`config.mk`:
```
export PLATFORM = sky130hd
export DESIGN_NAME = xge_tx_sched_flat
export DESIGN_NICKNAME = d
export VERILOG_FILES = /design/src/rtl/xge_tx_sched_if.sv /design/src/rtl/xge_tx_sched.sv /design/src/flat_wrapper.sv
export SDC_FILE = /design/constraint.sdc
export NUM_CORES = 1
export LEC_CHECK = 0
export ABC_AREA = 1
export CAP_MARGIN = 20
export CORE_AREA = 3 3 144 146
export CTS_CLUSTER_DIAMETER = 40
export DETAILED_ROUTE_END_ITERATION = 10
export DIE_AREA = 0 0 147 149
export SYNTH_ARGS = -nofsm -noshare
export SYNTH_HDL_FRONTEND = slang
export SYNTH_SLANG_ARGS = --single-unit
```
`constraint.sdc`:
```
create_clock -name clk_156m25 -period 2.01 [get_ports clk_156m25]
set_clock_uncertainty 0.15 [all_clocks]
set_input_delay 0.402 -clock clk_156m25 [delete_from_list [all_inputs] [get_ports clk_156m25]]
set_output_delay 0.402 -clock clk_156m25 [all_outputs]
set_load 0.01 [all_outputs]
```
`src/rtl/xge_tx_sched_if.sv`:
```
// Source-queue and MAC transmit-side signals of the xge_mac TX packet scheduler.
// The master view belongs to the scheduler; the slave view belongs to the sources and the MAC.
interface xge_tx_sched_if #(
  parameter int N_SRC = 4
);
  logic [N_SRC-1:0]    src_val;
  logic [64*N_SRC-1:0] src_data;
  logic [N_SRC-1:0]    src_sop;
  logic [N_SRC-1:0]    src_eop;
  logic [3*N_SRC-1:0]  src_mod;
  logic [N_SRC-1:0]    src_ren;
  logic                pkt_tx_full;
  logic [63:0]         pkt_tx_data;
  logic                pkt_tx_val;
  logic                pkt_tx_sop;
  logic                pkt_tx_eop;
  logic [2:0]          pkt_tx_mod;

  modport master (
    input  src_val, src_data, src_sop, src_eop, src_mod, pkt_tx_full,
    output src_ren, pkt_tx_data, pkt_tx_val, pkt_tx_sop, pkt_tx_eop, pkt_tx_mod
  );

  modport slave (
    output src_val, src_data, src_sop, src_eop, src_mod, pkt_tx_full,
    input  src_ren, pkt_tx_data, pkt_tx_val, pkt_tx_sop, pkt_tx_eop, pkt_tx_mod
  );
endinterface

```
`src/rtl/xge_tx_sched.sv`:
```
// Packet-granular round-robin scheduler feeding the xge_mac pkt_tx interface from N_SRC
// show-ahead source queues; discards words that arrive without a start-of-packet while idle.
module xge_tx_sched #(
  parameter int N_SRC = 4,
  parameter int ID_W  = 2
) (
  input  logic            clk_156m25,
  input  logic            reset_156m25_n,
  input  logic            sched_en,
  xge_tx_sched_if.master  tx,
  output logic [ID_W-1:0] grant_id,
  output logic            busy,
  output logic [15:0]     drop_cnt
);

  typedef enum logic {IDLE, XFER} state_e;

  state_e          state_q, state_d;
  logic [ID_W-1:0] grant_q, grant_d;
  logic [ID_W-1:0] last_grant_q, last_grant_d;
  logic            first_q, first_d;
  logic [15:0]     drop_cnt_q, drop_cnt_d;
  logic [63:0]     tx_data_q, tx_data_d;
  logic            tx_val_q, tx_val_d;
  logic            tx_sop_q, tx_sop_d;
  logic            tx_eop_q, tx_eop_d;
  logic [2:0]      tx_mod_q, tx_mod_d;

  logic [N_SRC-1:0] cand, viol, ren;
  logic             win_hit, drop_hit;
  logic [ID_W-1:0]  win_id, drop_id;
  logic             head_val, head_sop, head_eop;
  logic [63:0]      head_data;
  logic [2:0]       head_mod;

  assign cand = tx.src_val & tx.src_sop;
  assign viol = tx.src_val & ~tx.src_sop;

  // Round-robin scan starting just after the last completed grant.
  always_comb begin
    win_hit = 1'b0;
    win_id  = '0;
    for (int k = 1; k <= N_SRC; k++) begin
      if (!win_hit && cand[(int'(last_grant_q) + k) % N_SRC]) begin
        win_hit = 1'b1;
        win_id  = ID_W'((int'(last_grant_q) + k) % N_SRC);
      end
    end
  end

  always_comb begin
    drop_hit = 1'b0;
    drop_id  = '0;
    for (int i = N_SRC - 1; i >= 0; i--) begin
      if (viol[i]) begin
        drop_hit = 1'b1;
        drop_id  = ID_W'(i);
      end
    end
  end

  assign head_val  = tx.src_val[grant_q];
  assign head_sop  = tx.src_sop[grant_q];
  assign head_eop  = tx.src_eop[grant_q];
  assign head_data = tx.src_data[64*int'(grant_q) +: 64];
  assign head_mod  = tx.src_mod[3*int'(grant_q) +: 3];

  always_comb begin
    state_d      = state_q;
    grant_d      = grant_q;
    last_grant_d = last_grant_q;
    first_d      = first_q;
    drop_cnt_d   = drop_cnt_q;
    tx_data_d    = '0;
    tx_val_d     = 1'b0;
    tx_sop_d     = 1'b0;
    tx_eop_d     = 1'b0;
    tx_mod_d     = '0;
    ren          = '0;
    case (state_q)
      IDLE: begin
        if (sched_en && win_hit) begin
          grant_d = win_id;
          first_d = 1'b1;
          state_d = XFER;
        end
        // A drop runs independently of the grant and of MAC back-pressure.
        if (drop_hit) begin
          ren[drop_id] = 1'b1;
          if (drop_cnt_q != 16'hFFFF) drop_cnt_d = drop_cnt_q + 16'd1;
        end
      end
      XFER: begin
        if (head_val && !tx.pkt_tx_full) begin
          ren[grant_q] = 1'b1;
          tx_val_d     = 1'b1;
          tx_data_d    = head_data;
          tx_sop_d     = first_q & head_sop;
          tx_eop_d     = head_eop;
          tx_mod_d     = head_eop ? head_mod : 3'd0;
          first_d      = 1'b0;
          if (head_eop) begin
            last_grant_d = grant_q;
            state_d      = IDLE;
          end
        end
      end
      default: state_d = IDLE;
    endcase
  end

  always_ff @(posedge clk_156m25 or negedge reset_156m25_n) begin
    if (!reset_156m25_n) begin
      state_q      <= IDLE;
      grant_q      <= '0;
      last_grant_q <= ID_W'(N_SRC - 1);
      first_q      <= 1'b0;
      drop_cnt_q   <= '0;
      tx_data_q    <= '0;
      tx_val_q     <= 1'b0;
      tx_sop_q     <= 1'b0;
      tx_eop_q     <= 1'b0;
      tx_mod_q     <= '0;
    end else begin
      state_q      <= state_d;
      grant_q      <= grant_d;
      last_grant_q <= last_grant_d;
      first_q      <= first_d;
      drop_cnt_q   <= drop_cnt_d;
      tx_data_q    <= tx_data_d;
      tx_val_q     <= tx_val_d;
      tx_sop_q     <= tx_sop_d;
      tx_eop_q     <= tx_eop_d;
      tx_mod_q     <= tx_mod_d;
    end
  end

  // Pop strobes are combinational; gate them so nothing is popped while reset is held.
  assign tx.src_ren     = reset_156m25_n ? ren : '0;
  assign tx.pkt_tx_data = tx_data_q;
  assign tx.pkt_tx_val  = tx_val_q;
  assign tx.pkt_tx_sop  = tx_sop_q;
  assign tx.pkt_tx_eop  = tx_eop_q;
  assign tx.pkt_tx_mod  = tx_mod_q;
  assign grant_id       = grant_q;
  assign busy           = (state_q == XFER);
  assign drop_cnt       = drop_cnt_q;

endmodule

```
`src/flat_wrapper.sv`:
```
// flat-port wrapper written by rule: the top's interface ports become plain ports
module xge_tx_sched_flat 
#(
  parameter int N_SRC = 4,
  parameter int ID_W  = 2
)
  (clk_156m25, reset_156m25_n, sched_en, grant_id, busy, drop_cnt, tx_src_val, tx_src_data, tx_src_sop, tx_src_eop, tx_src_mod, tx_pkt_tx_full, tx_src_ren, tx_pkt_tx_data, tx_pkt_tx_val, tx_pkt_tx_sop, tx_pkt_tx_eop, tx_pkt_tx_mod);
  xge_tx_sched_if #(.N_SRC(N_SRC)) tx_i ();
  input  logic clk_156m25;
  input  logic reset_156m25_n;
  input  logic sched_en;
  output logic [ID_W-1:0] grant_id;
  output logic busy;
  output logic [15:0] drop_cnt;
  input wire logic [$bits(tx_i.src_val)-1:0] tx_src_val;
  input wire logic [$bits(tx_i.src_data)-1:0] tx_src_data;
  input wire logic [$bits(tx_i.src_sop)-1:0] tx_src_sop;
  input wire logic [$bits(tx_i.src_eop)-1:0] tx_src_eop;
  input wire logic [$bits(tx_i.src_mod)-1:0] tx_src_mod;
  input wire logic [$bits(tx_i.pkt_tx_full)-1:0] tx_pkt_tx_full;
  output wire logic [$bits(tx_i.src_ren)-1:0] tx_src_ren;
  output wire logic [$bits(tx_i.pkt_tx_data)-1:0] tx_pkt_tx_data;
  output wire logic [$bits(tx_i.pkt_tx_val)-1:0] tx_pkt_tx_val;
  output wire logic [$bits(tx_i.pkt_tx_sop)-1:0] tx_pkt_tx_sop;
  output wire logic [$bits(tx_i.pkt_tx_eop)-1:0] tx_pkt_tx_eop;
  output wire logic [$bits(tx_i.pkt_tx_mod)-1:0] tx_pkt_tx_mod;
  assign tx_i.src_val = tx_src_val;
  assign tx_i.src_data = tx_src_data;
  assign tx_i.src_sop = tx_src_sop;
  assign tx_i.src_eop = tx_src_eop;
  assign tx_i.src_mod = tx_src_mod;
  assign tx_i.pkt_tx_full = tx_pkt_tx_full;
  assign tx_src_ren = tx_i.src_ren;
  assign tx_pkt_tx_data = tx_i.pkt_tx_data;
  assign tx_pkt_tx_val = tx_i.pkt_tx_val;
  assign tx_pkt_tx_sop = tx_i.pkt_tx_sop;
  assign tx_pkt_tx_eop = tx_i.pkt_tx_eop;
  assign tx_pkt_tx_mod = tx_i.pkt_tx_mod;
  xge_tx_sched #(.N_SRC(N_SRC), .ID_W(ID_W)) u_core (.clk_156m25(clk_156m25), .reset_156m25_n(reset_156m25_n), .sched_en(sched_en), .tx(tx_i), .grant_id(grant_id), .busy(busy), .drop_cnt(drop_cnt));
endmodule
```
# Word level (Yosys, flattened, before mapping)
# Cells that the tools add are included.
[classes]
n_eq_ne = 3
addsub = 5
shift = 2
order_cmp = 8
n_bitwise = 9
n_reduce_logical = 19
multipliers = 1
muxes = 60
[op_table]
columns = ["operator", "n"]
rows = [
  ["$shiftx 256x9->64", 1],
  ["$mux 64", 2],
  ["$mux 1", 32],
  ["$shiftx 12x32->3", 1],
  ["$add 16x1->16 const B", 1],
  ["$lt 3x4->1 const B", 4],
  ["$mux 2", 8],
  ["$ne 16x16->1 const B", 1],
  ["$bmux 1 s2", 7],
  ["$mux 4", 3],
  ["$mux 3", 3],
  ["$and 4x4->4", 2],
  ["$pmux 4 s2", 1],
  ["$reduce_or 2->1", 4],
  ["$logic_and 1x1->1", 7],
  ["$lt 2x3->1 const B", 2],
  ["$reduce_and 3->1", 2],
  ["$add 2x1->2 const B", 2],
  ["$add 2x2->2 const B", 2],
  ["$and 1x1->1 const A", 4],
  ["$demux 1 s2", 2],
  ["$ge 2x1->1 const B", 2],
  ["$logic_not 1->1", 4],
  ["$mul 2x2->4 const A", 1],
  ["other kinds (7)", 9],
]
[totals]
input_bits = 284
wordCells = 117
output_inout_bits = 93
regBits = 92

# Longest topological paths before layout
[logic_depth]
depth_word = 19
depth_mapped = 12

# Least setup slack after synthesis
# OpenSTA, ideal clock, no wires.
[synth_path]
kind = "register to output"
startpoint = "reg u_core.grant_q[0] (netlist: u_core.grant_id[0])"
endpoint = "out tx_src_ren[2]"
stages_incl_launch_ff = 7
t_required_ns = 1.458
t_arrival_ns = 1.493
n_path_buf = 3
path_slack_ns = -0.035
cell_sequence = "dfrtp_1 -> buf_4 -> nor2_4 -> buf_2 -> clkbuf_1 -> nand2_1 -> a21oi_1"
[synth_via]
elab_chain_cells = 7
word_cells_on_any_way = 11
cone_classes = "2 x order compare; 7 x mux; 2 x reduce/logical"
[synth_rtl]
columns = ["element", "line", "rtl"]
rows = [
  ["from (decl)", "xge_tx_sched.sv:19", "logic [ID_W-1:0] grant_q, grant_d;"],
  ["from (signal assigned)", "xge_tx_sched.sv:126", "grant_q <= grant_d;"],
  ["$lt 2x3->1 (not written as such) or $ge 2x1->1 (tied branches)", "xge_tx_sched.sv:95", "ren[grant_q] = 1'b1;"],
  ["$logic_and 1x1->1 (not written as such)", "xge_tx_sched.sv:95", ""],
  ["$mux 1 (not written as such)", "xge_tx_sched.sv:95", ""],
  ["$demux 1 s2", "n/a", ""],
  ["$mux 4 *", "xge_tx_sched.sv:94", "if (head_val && !tx.pkt_tx_full) begin"],
  ["$pmux 4 s2 *", "xge_tx_sched.sv:80", "case (state_q)"],
  ["$mux 4 *", "xge_tx_sched.sv:139", "assign tx.src_ren = reset_156m25_n ? ren : '0;"],
  ["to (decl)", "flat_wrapper.sv:21", "output wire logic [$bits(tx_i.src_ren)-1:0] tx_src_ren;"],
]
# Every way passes the cells marked *; elsewhere a longest branch is shown, timed or not. The select of a mux whose other input is x is not followed.

# Worst setup path in the final report
[layout_path]
startpoint = "reg u_core.grant_q[1] (netlist: u_core.grant_id[1])"
endpoint = "out tx_src_ren[2]"
# Same word-level chain as after synthesis.

==> results list <==
* Top cells by count, synth: nand2_1, dfrtp_1, a22oi_1
* Via count of the first global-routing pass: 6096
- The worst setup path is of the register to output port kind.
- Initial antenna violation count: 0
- Clock-pin slew was measured on the worst setup and hold paths at 0.07 ns.
- The flow ran to the end, but the final reports show violations.
* Switching power total: 0.004009 W
- Destination of the critical timing path: tx_src_ren[2]
- H-tree lvl count: 3
- TritonCTS clock tree: built
- For this run, the post-layout net count is 1288.
* Origin of the worst setup path: u_core.grant_id[1]$_DFFE_PN0P_
* Count of maximum capacitance violations: 0
- After the first detailed-routing iteration, the DRC count stood at 306.
* Final number of max-transition violations: 0
* Worst setup SP type: register
- Placed Cells incl. Taps: 1255
- Summing all placed instances gives a cell area of 9180 µm².
- The region available for standard cell placement spans 19530 µm².
* Relative contribution of the clock network to total power: 0.190
- Post-synth cell types: 25
- Final cell count without fillers: 1273
- Final wirelength: 23190 µm
* Internal power summed over all cells: 0.005911 W
- In this run the count of I/O pins placed on the die edge is 377.
* Violated checks: setup timing
* Synth top area share: 0.4577
- Number of warnings reported in the yosys synthesis log: 0
- Data arrival, critical path: 1.73 ns
- The die covers 21900 µm².
- Endpoints failing setup: 4
- Proportion of total power due to net switching: 0.4041
- Combinational share of power: 0.552
- Power per unit of standard cell area: 1033 nW/µm²
- Worst slew margin: 0.6588
- Entering global routing, the biggest net connects 93 pins.
- Unrepaired setup endpoints after global routing: true
* ANT nets after route: 0
- In this run the worst hold path is classified as register to register.
- Fillers: 1922
- Die outline height: 149 µm
* Global-route wire length before repair: 34910 µm
- Number of port buffers: 376
- Sorting the synthesized cells by area gives the leading types as dfrtp_1, nand2_1, a22oi_1.
- The floorplan step set the die width to 147 µm.
- No sink is reached through more buffers than the 2 on the longest clock path.
- The final number of hold-violating endpoints came to 0.
* Gate count of the mapped netlist: 609
* Netlist area before placement: 4921 µm²
- Ys async rst share: 1.000
* Req. time, crit path: 1.46 ns
* Worst hold path startpoint: u_core.last_grant_q[1]$_DFFE_PN1P_
- Post-DP HPWL: 17850 µm
* Number of cell rows: 51
- Routed vias: 5963
- The share of total power dissipated in sequential elements is 0.258.
- Routed vias/inst: 4.684
- Of all nets on the critical path, the largest fanout is 6.
- Post-route core utilization: 0.4917
- The clock reaches the later pin of the worst-skew pair after 0.34 ns.
- After detailed routing, the average wire length per cell comes to 18.21 µm.
* Design Area, Final: 9602 µm²
- The number of cells on the worst reg-to-reg path is 7.
* Clk Tree Root Cell: clkbuf_16
- For this run, the leading register cell type out of synthesis is dfrtp_1.
- Highest Clock Rate: 437.6 MHz
- Synthesis produced a netlist with a net count of 894.
- Seq cells post-synth: 92
- Time the worst path needs with I/O delays and setup: 2.285 ns
* Synth-to-layout area growth: 95.12%
- Routability-driven placement finished with a final weighted congestion of 0.8101.
- Drt drc: 0
- Overflow after GRT: 0
- Averaged over all synthesized cells, the footprint is 8.080 µm².
- Register-to-register path setup slack: 0.09 ns
* Proportion of layout cells with a drive suffix above 1: 0.09921
- Worst ir drop on vdd: 528.3 µV
- Largest area contributor in the synthesized netlist: dfrtp_1
- Overall power: 0.009920 W
- Global router's overall resource usage: 0.2040
- The synthesized design contains 0 enable-type register cells.
* Diode insertion count for antenna repair: 0
* Share of the yosys chip area belonging to registers: 0.4683
- Worst setup margin: -0.2752 ns
- FF-to-FF Start: u_core.grant_id[0]$_DFFE_PN0P_
- For the pin with the worst max-slew slack, the measured transition is 0.5118 ns.
- Cell leakage power: 4.004 nW
- Ratio of final minimum period to clock period: 1.137
* Leading cell type by number of instances after synthesis: nand2_1
- The pre-antenna-repair detailed-routing pass consisted of 4 iterations.
- In this run the critical register-to-register path is captured at u_core.tx.pkt_tx_data[44]$_DFF_PN0_.
- Element type at the critical path end: output port
- Clock tree synthesis inserted a total of 9 buffers.
- For this design, the sink count on the clock tree is 92.
* Initial standard-cell utilization of the core: 0.2520
stage by stage:
step | setup slack, ns | TNS [ns] | hold WS [ns]
after floorplan | 0.05383 | 0 | -0.04359
after global placement | -0.7896 | -13.23 | 0.3504
after detailed placement | -0.8570 | -13.48 | 0.3546
after CTS | -0.3222 | -1.222 | 0.3668
after global routing | -0.3959 | -1.579 | 0.4073
final | -0.2752 | -1.043 | 0.3664
power groups by stage:
stage | clock [W] | sequential (W) | combinational [W]
finish | 0.00189 | 0.00256 | 0.00547
global route | 0.00202 | 0.00263 | 0.00598
CTS | 0.00195 | 0.00257 | 0.00545
detailed placement | 0 | 0.00260 | 0.00541
global placement | 0 | 0.00259 | 0.00537
floorplan | 0 | 0.00276 | 0.00250
registers in the layout (all words and copies together) (netlist names), 2 cells and up:
name and count:
u_core.tx.pkt_tx_mod 3, u_core.last_grant_q 2, u_core.tx.pkt_tx_data 64, u_core.drop_cnt 16, u_core.grant_id 2
final cells by class:
type	instances	area, µm²	share of cell area
Clock buffer	9	225.2	0.02346
Multi-Input combinational cell	447	2367	0.2465
Inverter	31	116.4	0.01212
Sequential cell	92	2306	0.2402
Timing Repair Buffer	422	4156	0.4329
Clock inverter	7	98.84	0.01029
Tap cell	265	331.6	0.03453
what timing repair did:
action	in CTS	in global routing
endpoints found under the hold margin	15	0
endpoints found under the setup margin	19	37
setup buffers	1	0
hold buffers	1	0
gates resized for setup	35	20
pin swaps	6	3
cell families after synthesis:
family	count (synthesis)	share of synthesized area
xor gates and xnor gates	13	0.02314
AOI/OAI and AO/OA	156	0.2128
buffers and inverters	70	0.06509
DFF	92	0.4683
adders and majority gates	1	0.002542
and+or+nand+nor	277	0.2281
metal layers:
metal / global-route usage / vias to the layer above / part of all wire
li1: - / 2892 / -
met1: 0.2491 / 2821 / 0.41
met2: 0.3538 / 229 / 0.50
met3: 0.06351 / 21 / 0.077
met4: 0.04800 / 0 / 0.012
met5: 0 / - / 0
placed cells by master (no fill, tap or decap), drive strengths merged:
| master | instances |
|---|---|
| a22oi | 72 |
| clkbuf | 9 |
| bufinv | 2 |
| buf | 50 |
| nor3b | 1 |
| dfstp | 2 |
| xnor2 | 3 |
| nand2 | 220 |
| nand4 | 5 |
| o2111ai | 1 |
| o21bai | 1 |
| nor3 | 4 |
| ha | 1 |
| clkdlybuf4s50 | 362 |
| a31oi | 64 |
| a21oi | 10 |
| nand3 | 25 |
| dlygate4sd2 | 7 |
| inv | 33 |
| dfrtp | 90 |
| nor2 | 22 |
| dlymetal6s2s | 2 |
| xor2 | 10 |
| clkinv | 3 |
| o21ai | 8 |
| dlygate4sd3 | 1 |
worst min path at each step:
stage / to / cells past startpoint
4_1_cts: u_core.last_grant_q[1]$_DFFE_PN1P_ / 2
2_1_floorplan: u_core.busy$_DFF_PN0_ / 0
6_report: u_core.last_grant_q[1]$_DFFE_PN1P_ / 2
5_1_grt: u_core.tx.pkt_tx_sop$_DFF_PN0_ / 2
3_3_place_gp: u_core.last_grant_q[1]$_DFFE_PN1P_ / 2
3_5_place_dp: u_core.last_grant_q[1]$_DFFE_PN1P_ / 2
critical path, cell delays in order, from the launching register on:
cell	delay (ns)
dfrtp_1	0.40
buf_6	0.14
nor2_4	0.09
a22oi_2	0.08
nand2_1	0.08
nand2_2	0.06
nor2_4	0.15
nand2_1	0.09
a21oi_2	0.14
buf_2	0.15
(Power assumes the default switching activity.)
